$ cat src/rtl/ir_fetch_assembler.sv
// Fetches two bytes from byte-wide memory and loads them as one 16-bit word
// into the downstream register; also forwards inc/dec/clear commands to it.
module ir_fetch_assembler #(
  parameter bit          LITTLE_ENDIAN = 1'b1,
  parameter int unsigned MAX_WAIT      = 15
) (
  input  logic        Clock_i,
  input  logic        Reset_i,
  input  logic        Start_i,
  input  logic [15:0] StartAddr_i,
  input  logic [1:0]  Cmd_i,
  input  logic [7:0]  MemData_i,
  input  logic        MemReady_i,
  output logic [15:0] MemAddr_o,
  output logic        MemRead_o,
  output logic [15:0] RegI_o,
  output logic        RegE_o,
  output logic [1:0]  RegFunSel_o,
  output logic        Busy_o,
  output logic        Done_o,
  output logic        Error_o
);

  typedef enum logic [1:0] {
    IDLE, RD_FIRST, RD_SECOND, LOAD
  } state_e;

  localparam logic [7:0] WAIT_LAST = 8'(MAX_WAIT - 1);

  state_e      state_q, state_d;
  logic [15:0] addr_q, addr_d;
  logic        rd_q, rd_d;
  logic [15:0] regi_q, regi_d;
  logic        rege_q, rege_d;
  logic [1:0]  fun_q, fun_d;
  logic        done_q, done_d;
  logic        err_q, err_d;
  logic [7:0]  byte0_q, byte0_d;
  logic [7:0]  cnt_q, cnt_d;
  logic [15:0] word;
  logic        tmo;

  assign word = LITTLE_ENDIAN ? {MemData_i, byte0_q}
                              : {byte0_q, MemData_i};
  assign tmo  = (cnt_q == WAIT_LAST);

  always_ff @(posedge Clock_i) begin
    if (Reset_i) begin
      state_q <= IDLE;
      addr_q  <= '0;
      rd_q    <= 1'b0;
      regi_q  <= '0;
      rege_q  <= 1'b0;
      fun_q   <= 2'b00;
      done_q  <= 1'b0;
      err_q   <= 1'b0;
      byte0_q <= '0;
      cnt_q   <= '0;
    end else begin
      state_q <= state_d;
      addr_q  <= addr_d;
      rd_q    <= rd_d;
      regi_q  <= regi_d;
      rege_q  <= rege_d;
      fun_q   <= fun_d;
      done_q  <= done_d;
      err_q   <= err_d;
      byte0_q <= byte0_d;
      cnt_q   <= cnt_d;
    end
  end

  always_comb begin
    state_d = state_q;
    addr_d  = addr_q;
    rd_d    = rd_q;
    regi_d  = regi_q;
    rege_d  = 1'b0;
    fun_d   = 2'b00;
    done_d  = 1'b0;
    err_d   = 1'b0;
    byte0_d = byte0_q;
    cnt_d   = cnt_q;
    unique case (state_q)
      IDLE: begin
        if (Start_i) begin
          addr_d  = StartAddr_i;
          rd_d    = 1'b1;
          cnt_d   = '0;
          state_d = RD_FIRST;
        end else if (Cmd_i != 2'b00) begin
          rege_d = 1'b1;
          // command 10 (dec) maps to funsel 00; inc/clear pass through
          fun_d  = (Cmd_i == 2'b10) ? 2'b00 : Cmd_i;
        end
      end
      RD_FIRST: begin
        if (MemReady_i) begin
          byte0_d = MemData_i;
          addr_d  = addr_q + 16'd1;
          cnt_d   = '0;
          state_d = RD_SECOND;
        end else if (tmo) begin
          rd_d    = 1'b0;
          err_d   = 1'b1;
          state_d = IDLE;
        end else begin
          cnt_d = cnt_q + 8'd1;
        end
      end
      RD_SECOND: begin
        if (MemReady_i) begin
          rd_d    = 1'b0;
          regi_d  = word;
          rege_d  = 1'b1;
          fun_d   = 2'b10;
          done_d  = 1'b1;
          state_d = LOAD;
        end else if (tmo) begin
          rd_d    = 1'b0;
          err_d   = 1'b1;
          state_d = IDLE;
        end else begin
          cnt_d = cnt_q + 8'd1;
        end
      end
      LOAD: state_d = IDLE;
      default: state_d = IDLE;
    endcase
  end

  assign MemAddr_o   = addr_q;
  assign MemRead_o   = rd_q;
  assign RegI_o      = regi_q;
  assign RegE_o      = rege_q;
  assign RegFunSel_o = fun_q;
  assign Busy_o      = (state_q != IDLE);
  assign Done_o      = done_q;
  assign Error_o     = err_q;

endmodule
$ cat config.mk
export PLATFORM = sky130hd
export DESIGN_NAME = ir_fetch_assembler
export DESIGN_NICKNAME = d
export VERILOG_FILES = /design/src/rtl/ir_fetch_assembler.sv
export SDC_FILE = /design/constraint.sdc
export NUM_CORES = 1
export LEC_CHECK = 0
export ABC_AREA = 1
export BUFFER_PORTS_ARGS = -buffer_cell sky130_fd_sc_hd__buf_2
export CAP_MARGIN = 25
export CORE_MARGIN = 8
export CORE_UTILIZATION = 56
export DETAILED_ROUTE_END_ITERATION = 7
export GPL_TIMING_DRIVEN = 0
export PLACE_DENSITY = 0.83
export SLEW_MARGIN = 20
export SYNTH_ARGS = -nofsm -noshare
export SYNTH_HDL_FRONTEND = slang
export SYNTH_SLANG_ARGS = --single-unit
$ cat constraint.sdc
create_clock -name Clock_i -period 2.6 [get_ports Clock_i]
set_input_delay 0.52 -clock Clock_i [delete_from_list [all_inputs] [get_ports Clock_i]]
set_output_delay 0.52 -clock Clock_i [all_outputs]
set_load 0.03 [all_outputs]
### Word level (Yosys, flattened, before mapping)

Index checks and enable logic that the tools add are counted.

| storage, ports and cells | value |
|---|---|
| memories | 0 |
| latch bits | 0 |
| ROM bits | 0 |
| bits in writable memories | 0 |
| logic and storage cells | 64 |
| bits in registers | 56 |
| bits of input ports | 30 |

| operators by class | value |
|---|---|
| reduce and logical (&&, ||, !) cells | 13 |
| div/mod/pow operators | 0 |
| shifts and indexed selects | 0 |
| add/subtract/negate cells | 2 |
| bitwise gates (word level) | 2 |
| multiplexer cells | 28 |
| multiply operators | 0 |
| $lt $le $gt $ge | 0 |
| equality and inequality tests | 9 |

Operators with widths:

| cell | number |
|---|---|
| $mux 16 | 2 |
| $mux 8 | 4 |
| $pmux 16 s2 | 1 |
| $pmux 8 s3 | 1 |
| $add 16x1->16 const B | 1 |
| $mux 2 | 8 |
| $reduce_and 3->1 | 3 |
| $add 8x1->8 const B | 1 |
| $eq 8x4->1 const B | 1 |
| $mux 1 | 8 |
| $ne 2x2->1 const B | 4 |
| $pmux 2 s4 | 1 |
| $eq 2x2->1 const B | 3 |
| $reduce_bool 2->1 | 3 |
| $pmux 2 s2 | 1 |
| $reduce_and 2->1 | 2 |
| $reduce_or 2->1 | 2 |
| $pmux 1 s3 | 1 |
| $reduce_bool 3->1 | 1 |
| $reduce_or 3->1 | 1 |
| $eq 2x1->1 const B | 1 |
| $logic_not 2->1 | 1 |
| $not 1->1 | 2 |
| $pmux 1 s2 | 1 |

### Depth between registers and ports, before layout

Gate-level depths: netlist (run 1).

| depth | value |
|---|---|
| depth in word-level cells | 5 |
| mapped depth | 11 |
| depth with buffers taken out | 9 |

### Worst setup path before layout (run 1)

Ideal clock, no wire load.

| path | value |
|---|---|
| path kind | register to register |
| start point | register state_q[0] |
| end point | register addr_q[0] (netlist: MemAddr_o[0]) |
| buffers on the path | 1 |
| setup time | 0.119 ns |
| path slack | 0.911 ns |
| period minus slack after synthesis | 1.689 ns |
| data arrival time | 1.570 ns |
| stages on the path, launching flop included | 10 |
| path through | dfxtp_1 > inv_1 > ha_1 > inv_1 > nor2_4 > a21oi_2 > inv_2 > buf_6 > a211oi_1 > nor2_1 |

| on the way | value |
|---|---|
| cells in the longest elaborated chain, start to end | 3 |
| elaborated cells between the ends (all ways) | 7 |

RTL lines:

| element | line | source |
|---|---|---|
| from (decl) | 30 | `state_e state_q, state_d;` |
| from (signal assigned) | 60 | `state_q <= state_d;` |
| $eq 2x1->1 or $logic_not 2->1 (tied branches) | 84 | `unique case (state_q)` |
| $ne 2x2->1 (no line) or $reduce_bool 2->1 (tied branches) | -- |  |
| $reduce_and 3->1 (no line) | -- |  |
| to (signal assigned) | 61 | `addr_q <= addr_d;` |
| to (decl) | 31 | `logic [15:0] addr_q, addr_d;` |

Parallel ways exist; a longest one is shown, timed or not.
A chain may end at the register's enable or synchronous reset.

### Worst setup path after layout (run 1)

| path | value |
|---|---|
| start point | register state_q[0] |
| end point | output Busy_o |

| on the way | value |
|---|---|
| cells in the longest elaborated chain, start to end | 1 |

RTL lines:

| element | line | source |
|---|---|---|
| $reduce_bool 2->1 | 137 | `assign Busy_o = (state_q != IDLE);` |
| to (decl) | 19 | `output logic Busy_o,` |

No other way between the ends.

==> results of run 1 <==
final timing paths:
path | from | to | slack (ps) | cells past startpoint
worst max-delay path | state_q[0] | Busy_o | 650 | 4
worst min-delay path | StartAddr_i[0] | MemAddr_o[0] | 440 | 3
worst max register to register | state_q[1] | MemRead_o | 710 | 9
worst min register to register | RegI_o[12] | RegI_o[12] | 480 | 2
registers in the layout (all words and copies together), names as in the netlist:
name	count
Done_o	1
RegFunSel_o	2
byte0_q	8
state_q	2
MemRead_o	1
Error_o	1
RegE_o	1
cnt_q	8
RegI_o	16
MemAddr_o	16
cell type report:
class / count / area, um2
buffer: 16 / 103
clock buffer: 5 / 68.8
clock inverter: 3 / 27.5
fill: 445 / 1460
inverter: 35 / 134
multi-input combinational: 306 / 1460
sequential: 56 / 1120
tap: 67 / 83.8
timing repair buffer: 67 / 335
per-layer routing:
layer	part of all wire (%)	vias up	GRT usage, %	wire [um]
li1	-	1476	-	-
met1	45	1273	22.5	3200
met3	7.7	8	4.25	552
met4	1.0	0	4.69	74
met5	0	-	0	0
met2	47	83	34.3	3360
stage by stage:
stage / worst slack [ps] / std cells / hold WS, ps / power, mW / cell area [um2]
finish: 654 / 555 / 443 / 2.04 / 3330
global route: 507 / 555 / 477 / 2.14 / 3330
floorplan: 911 / 413 / 450 / 1.39 / 2810
CTS: 640 / 555 / 440 / 2.04 / 3330
detailed placement: 695 / 547 / 467 / 1.55 / 3230
global placement: 739 / 547 / 457 / 1.54 / 3230
Yosys cell counts (4+ instances only):
library cell	count	area share (%)
o21ai_0	44	7.8
nor2_1	81	11
a21oi_1	27	4.8
nand2_1	92	12
nand3_1	20	3.6
ha_1	7	3.1
clkbuf_1	7	0.93
dfxtp_1	56	40
nand4_1	5	1.1
or2_2	4	0.89
a211oi_1	4	1.1
inv_1	30	4.0
worst register-to-register path, cell delays in order, from the launching register on:
cell      delay, ps
dfxtp_1         410
inv_1            90
ha_1            200
buf_6           140
nand2_4         110
clkinv_1        250
nor3_1          360
nand2_1          90
nand2_1          60
a21oi_1          50
logic make-up (layout without fill, tap and decap cells):
family                   count (synthesis)  in the layout  share of synthesized area [%]
adder cells (fa/ha/maj)                  7              7                           3.11
flip-flops                              56             56                           39.9
AO/OA/AOI/OAI                           81             81                           15.4
AND/OR/NAND/NOR                        216            216                           32.6
buffers and inverters                   51            126                           8.41
XOR/XNOR                                 2              2                          0.623
power by group through the flow:
stage | sequential, mW | combinational [mW] | clock (mW)
2_1_floorplan | 1.09 | 0.305 | 0
3_3_place_gp | 1.00 | 0.536 | 0
3_5_place_dp | 1.00 | 0.547 | 0
4_1_cts | 0.984 | 0.548 | 0.511
5_1_grt | 0.995 | 0.603 | 0.542
6_report | 0.986 | 0.546 | 0.506
==> flow_metrics.py, run 1 <==
metrics = {
    "grt": {
        "grtUsageTotal_pct": 19.2,
        "antenna_found_initial": 0,
        "grt_pass1_wl_um": 11900,
        "grt_overflow_total": 0,
        "grt_max_degree": 20,
        "grt_pass1_vias": 2693,
    },
    "clock_tree": {
        "cts-root-buf": "clkbuf_8",
        "cts.sinks": 56,
        "holdBufCountCts": 0,
        "clock_latency_ps": 310,
        "tritoncts": "yes",
        "cts_buffers": 5,
        "postCtsSetupBuffers": 0,
        "path_clk_slew_ps": 100,
        "htreeDepth": 2,
        "cts_resized": 0,
        "clockBufferDepth": 2,
    },
    "timing": {
        "setup_viol": 0,
        "hold_violations": 0,
        "fin_crit_sh_pct": 74.8,
        "min_period_ps": 1950,
        "rsz0062_at_grt": "no",
        "clock_skew_ps": 10.8,
        "timing.slew.headroom_pct": 62.5,
        "slew_viol_final": 0,
        "worstMarginPinSlew_ps": 562,
        "clock.fmax_ghz": 0.514,
        "fin_setup_tns_ps": 0,
    },
    "final_layout": {
        "finalNetCount": 524,
        "layout_commonest_cell": "nand2_1",
        "num_antenna_cells": 0,
        "syn_to_final_growth_pct": 18.3,
        "drive_above_1_share_pct": 21.5,
        "final_cell_mix": "nand2_1, nor2_1, buf_2, dfxtp_1, o21ai_0",
        "utilization_pct": 69.5,
    },
    "critical_path": {
        "cp-start-kind": "register",
        "slowest_delay_ps": 410,
        "cp.buffers_inverters": 3,
        "cp_cell_sequence": "inv_1 > ha_1 > inv_1 > buf_2",
        "worst_setup_path_end_kind": "primary output",
        "cp.required_ps": 2080,
        "cp.arrival_ps": 1430,
        "critPathKind": "reg -> out",
        "crit_path_frequent_cell": "inv_1",
        "crit_path_top_delay_cell": "dfxtp_1",
        "crit_path_max_fanout": 4,
        "worst_path_dominant_cell_family": "buffers and inverters",
    },
    "placed_design": {
        "port_buffers": 67,
        "place_hpwl_um": 5410,
        "place_congestion": 0.869,
    },
    "synthesis": {
        "ys_types": 33,
        "ys.flop_type": "dfxtp_1",
        "synth-edff-count": 0,
        "synth_area_um2": 2810,
        "synth_seq_cells": 56,
        "ys_warn_count": 0,
        "syn_inst": 413,
        "ys_async_sr_fraction_pct": 0,
        "ys_seq_area_share_pct": 39.9,
        "synth_fp_nets": 450,
        "syn_area_per_cell_um2": 6.81,
    },
    "power": {
        "power_density_nw_per_um2": 612,
        "pwr-share-clk_pct": 24.8,
        "internal-power_mw": 1.31,
        "pwr-share-seq_pct": 48.4,
        "combPwrFrac_pct": 26.8,
        "cellLeakagePower_nw": 1.50,
        "p_switching_mw": 0.732,
        "switching_share_pct": 35.9,
        "ir_drop_uv": 413,
    },
    "routing": {
        "vias": 2840,
        "drt_iter0_drc": 161,
        "routed_wl_um": 7190,
        "wl_per_cell_um": 13.0,
        "drc": 0,
        "dr.pass1.iters": 6,
        "ant_nets": 0,
        "viasPerCell": 5.12,
    },
    "job": {
        "maxCapViolCount": 0,
    },
    "floorplanning": {
        "start_util_pct": 58.8,
        "ioPinCount": 69,
        "core_um2": 4790,
        "die_height_um": 86.9,
        "dieArea_um2": 7550,
        "num_rows": 25,
        "chipWidth_um": 86.9,
    },
    "hold_path": {
        "hold_path.class": "in -> reg",
    },
    "run_status": {
        "status": "completed",
    },
}
No activity file was read; power rests on OpenSTA's default activity.
==> run 2, diff against run 1 <==
Settings changed: CORE_UTILIZATION 56 to 53, PLACE_DENSITY 0.83 to 0.79.
Clock period 2.6 ns to 1.9 ns, I/O delays scaled along.
==> flow_metrics.py, run 2 (same netlist as run 1, synthesis figures left out) <==
metrics = {
    "hold_path": {
        "worstHoldStart": "StartAddr_i[0]",
        "hold_path.class": "in -> reg",
        "whs_path_depth": 3,
    },
    "routing": {
        "vias": 2901,
        "drc": 0,
        "routed_wl_um": 7260,
        "dr.pass1.iters": 4,
        "viasPerCell": 5.20,
        "drt_iter0_drc": 175,
        "wl_per_cell_um": 13.0,
        "ant_nets": 0,
    },
    "floorplanning": {
        "chipWidth_um": 88.9,
        "core_um2": 5110,
        "die_height_um": 88.9,
        "ioPinCount": 69,
        "num_rows": 26,
        "dieArea_um2": 7890,
        "start_util_pct": 55.1,
    },
    "timing": {
        "setup_viol": 0,
        "clock_skew_ps": 9.72,
        "slew_viol_final": 0,
        "rsz0062_at_grt": "no",
        "timing.slew.headroom_pct": 62.1,
        "fin_crit_sh_pct": 93.0,
        "setup_slack_ps": 133,
        "fin_setup_tns_ps": 0,
        "worstMarginPinSlew_ps": 569,
        "min_period_ps": 1770,
        "hold_violations": 0,
        "clock.fmax_ghz": 0.566,
    },
    "clock_tree": {
        "tritoncts": "yes",
        "clockBufferDepth": 2,
        "clock_latency_ps": 310,
        "cts-root-buf": "clkbuf_8",
        "htreeDepth": 2,
        "postCtsSetupBuffers": 0,
        "cts_buffers": 5,
        "cts.sinks": 56,
        "path_clk_slew_ps": 110,
    },
    "grt": {
        "grt_pass1_wl_um": 11700,
        "grt_max_degree": 19,
        "grtUsageTotal_pct": 18.4,
        "antenna_found_initial": 0,
        "grt_pass1_vias": 2587,
        "grt_overflow_total": 0,
    },
    "critical_path": {
        "cp.required_ps": 2130,
        "r2r-start": "state_q[1]",
        "reg2regPathDepth": 10,
        "crit_start": "state_q[1]",
        "cp.arrival_ps": 2000,
        "slowest_delay_ps": 390,
        "worst_setup_path_end_kind": "register",
        "cp-start-kind": "register",
        "crit_path_max_fanout": 10,
        "crit_path_top_delay_cell": "dfxtp_4",
        "cp_cell_sequence": "inv_1 > ha_1 > buf_6 > inv_4 > nand2_1 > a21oi_2 > buf_6 > buf_8 > nand2_1 > a21oi_1",
        "critPathKind": "reg -> reg",
    },
    "final_layout": {
        "final_cell_mix": "nand2_1, nor2_1, buf_2, dfxtp_1, o21ai_0",
        "syn_to_final_growth_pct": 18.7,
        "finalNetCount": 524,
        "num_antenna_cells": 0,
        "nFillCells": 493,
        "layout_commonest_cell": "nand2_1",
        "drive_above_1_share_pct": 22.3,
    },
    "power": {
        "ir_drop_uv": 523,
        "cellLeakagePower_nw": 1.49,
        "power_mw": 2.78,
        "power_density_nw_per_um2": 832,
    },
    "placed_design": {
        "place_congestion": 0.854,
        "port_buffers": 67,
        "detailedPlace.worstSlack_ps": 73.1,
        "place_hpwl_um": 5460,
    },
    "run_status": {
        "status": "completed",
    },
    "job": {
        "maxCapViolCount": 0,
    },
}
-- run 2: cell types whose count changed in the layout (fill, tap and decap cells not counted), sizes merged --
cell      delta
clkinvlp     +1
inv          -1
-- run 2: final timing paths --
kind,slack [ps],endpoint
worst max-delay path,130,MemAddr_o[7]
worst min register to register,480,RegI_o[2]
worst min-delay path,300,MemAddr_o[0]
worst max register to register,130,MemAddr_o[7]
-- run 2: cell type report --
| class | count | area (um2) | area share [%] |
|---|---|---|---|
| Clock inverter | 3 | 23.8 | 0.712 |
| Inverter | 35 | 134 | 4.01 |
| Tap cell | 70 | 87.6 | 2.62 |
| Clock buffer | 5 | 68.8 | 2.06 |
| Timing Repair Buffer | 67 | 335 | 10.0 |
| Sequential cell | 56 | 1130 | 33.7 |
| Multi-Input combinational cell | 306 | 1460 | 43.7 |
| Buffer | 16 | 103 | 3.07 |
-- run 2: repair_timing --
| action | in CTS | in global routing |
|---|---|---|
| setup endpoints to repair | 0 | 17 |
| hold buffers | 0 | 0 |
| gates resized for setup | 0 | 5 |
-- run 2: metrics by stage --
stage | hold WS (ps) | util [%] | cells | area, um2
finish | 304 | 65.4 | 558 | 3340
global route | 305 | 65.4 | 558 | 3340
CTS | 298 | 65.2 | 558 | 3330
detailed placement | 467 | 63.4 | 550 | 3240
global placement | 457 | 63.4 | 550 | 3240
floorplan | 450 | - | 413 | 2810
-- run 2: worst max-delay path: cells and delay by family (launching register included) --
family / cells / cell delay (ps)
flip-flops: 1 / 390
AO/OA/AOI/OAI: 2 / 350
buffers and inverters: 5 / 630
adder cells (fa/ha/maj): 1 / 190
AND/OR/NAND/NOR: 2 / 140
-- run 2: where the power goes --
group          internal, mW  switching, mW
Clock                 0.262          0.407
Combinational         0.258          0.499
Sequential             1.26         0.0889
Total                  1.78          0.995
-- run 2: routing by layer --
metal  wire length, um  up-vias  global-route usage (%)  part of all wire (%)
met4                23        0                    4.92                  0.32
met3               592        2                    3.34                   8.2
met2              3410      114                    30.3                    47
met1              3240     1308                    23.7                    45
met5                 0        -                       0                     0
li1                  -     1477                       -                     -
==> run 3, diff against run 2 <==
Settings changed: BUFFER_PORTS_ARGS -buffer_cell sky130_fd_sc_hd__buf_2 to unset, CORE_UTILIZATION 53 to 56, DONT_BUFFER_PORTS set to 1, PLACE_DENSITY 0.79 to 0.71, RECOVER_POWER set to 50.
==> flow_metrics.py, run 3 (same netlist as run 1, synthesis figures left out) <==
metrics = {
    "run_status": {
        "status": "completed",
    },
    "grt": {
        "grt_pass1_vias": 2346,
        "grtUsageTotal_pct": 18.7,
        "antenna_found_initial": 1,
        "grt_pass1_wl_um": 11400,
        "grt_overflow_total": 0,
        "grt_max_degree": 18,
    },
    "routing": {
        "wl_met1_um": 3040,
        "dr.pass1.iters": 5,
        "drt_iter0_drc": 74,
        "ant_nets": 0,
        "highest_layer": "met5",
        "drc": 0,
        "met3_length_um": 497,
        "routed_wl_um": 6980,
        "wl_per_cell_um": 14.2,
        "dr_wl_met2_um": 3380,
        "viasPerCell": 5.23,
        "vias": 2580,
    },
    "floorplanning": {
        "core_um2": 4790,
        "dieArea_um2": 7550,
        "chipWidth_um": 86.9,
        "num_rows": 25,
        "die_height_um": 86.9,
        "start_util_pct": 58.8,
        "ioPinCount": 69,
    },
    "final_layout": {
        "drive_above_1_share_pct": 11.7,
        "finalNetCount": 462,
        "utilization_pct": 64.4,
        "nFillCells": 484,
        "fin_cells": 493,
        "syn_to_final_growth_pct": 9.56,
        "final_cell_mix": "nand2_1, nor2_1, dfxtp_1, o21ai_0",
        "num_antenna_cells": 0,
        "layout_commonest_cell": "nand2_1",
    },
    "timing": {
        "fin_crit_sh_pct": 94.0,
        "hold_violations": 0,
        "worstMarginPinSlew_ps": 643,
        "setup_viol": 0,
        "clock.fmax_ghz": 0.560,
        "timing.slew.headroom_pct": 57.1,
        "min_period_ps": 1790,
        "fin_setup_tns_ps": 0,
        "slew_viol_final": 0,
        "clock_skew_ps": 2.66,
    },
    "clock_tree": {
        "cts.sinks": 56,
        "clock_latency_ps": 310,
        "cts_buffers": 5,
        "htreeDepth": 2,
        "tritoncts": "yes",
        "cts-root-buf": "clkbuf_8",
        "clockBufferDepth": 2,
        "path_clk_slew_ps": 100,
        "holdBufCountCts": 0,
    },
    "power": {
        "ir_drop_uv": 445,
        "cellLeakagePower_nw": 1.20,
        "power_density_nw_per_um2": 884,
        "power_mw": 2.72,
    },
    "hold_path": {
        "hold_path.class": "in -> reg",
        "whs_path_depth": 1,
    },
    "critical_path": {
        "reg2regPathDepth": 10,
        "crit_path_max_fanout": 5,
        "critPathKind": "reg -> reg",
        "cp.required_ps": 2070,
        "cp-start-kind": "register",
        "worst_setup_path_end_kind": "register",
        "cp.arrival_ps": 1960,
    },
    "placed_design": {
        "place_congestion": 0.854,
        "dp_cells": 480,
        "place_hpwl_um": 5180,
        "port_buffers": 0,
    },
    "job": {
        "maxCapViolCount": 0,
    },
}
run 3: critical path, cell delays in order, from the launching register on:
cell and delay [ps]:
dfxtp_2 380, inv_2 70, ha_4 160, clkinvlp_4 180
nor2_4 70, buf_12 130, nor3_4 260, inv_2 140
buf_12 150, nand2_1 40, a21oi_1 60
run 3: layer usage:
layer  track usage (%)  up-vias
met5                 0        -
met4              4.23        2
met3              5.85        8
met2              32.6       58
met1              21.6     1161
li1                  -     1351
run 3: worst paths after layout:
check | slack, ps | to | start
max | 110 | cnt_q[5] | state_q[0]
min | 140 | Error_o | MemReady_i
max reg2reg | 110 | cnt_q[5] | state_q[0]
min reg2reg | 490 | byte0_q[6] | byte0_q[6]
run 3: layout make-up:
class                      count  area (um2)  share of cell area, %
clock buffer                   6        72.6                   2.35
buffer                        16         106                   3.45
tap                           67        83.8                   2.72
clock inverter                 2        16.3                  0.528
multi-input combinational    306        1470                   47.7
inverter                      35         141                   4.59
timing repair buffer           5        62.6                   2.03
sequential                    56        1130                   36.6
run 3: timing repair:
item,CTS,global route
resized for setup,1,13
pin swaps,1,6
setup buffers,1,4
endpoints found under the setup margin,12,24
run 3: metrics by stage:
| step | setup slack (ps) | hold WS, ps | cell area [um2] |
|---|---|---|---|
| 3_5_place_dp | -6.52 | 467 | 2900 |
| 6_report | 113 | 140 | 3080 |
| 3_3_place_gp | 9.22 | 461 | 2900 |
| 2_1_floorplan | 211 | 450 | 2810 |
| 4_1_cts | 7.58 | 134 | 3000 |
| 5_1_grt | -2.26 | 127 | 3080 |
run 3: power by group:
| part | switching [mW] | internal (mW) | leakage, nW |
|---|---|---|---|
| logic | 0.338 | 0.233 | 0.705 |
| registers | 0.230 | 1.26 | 0.458 |
| clock network | 0.397 | 0.264 | 0.0414 |
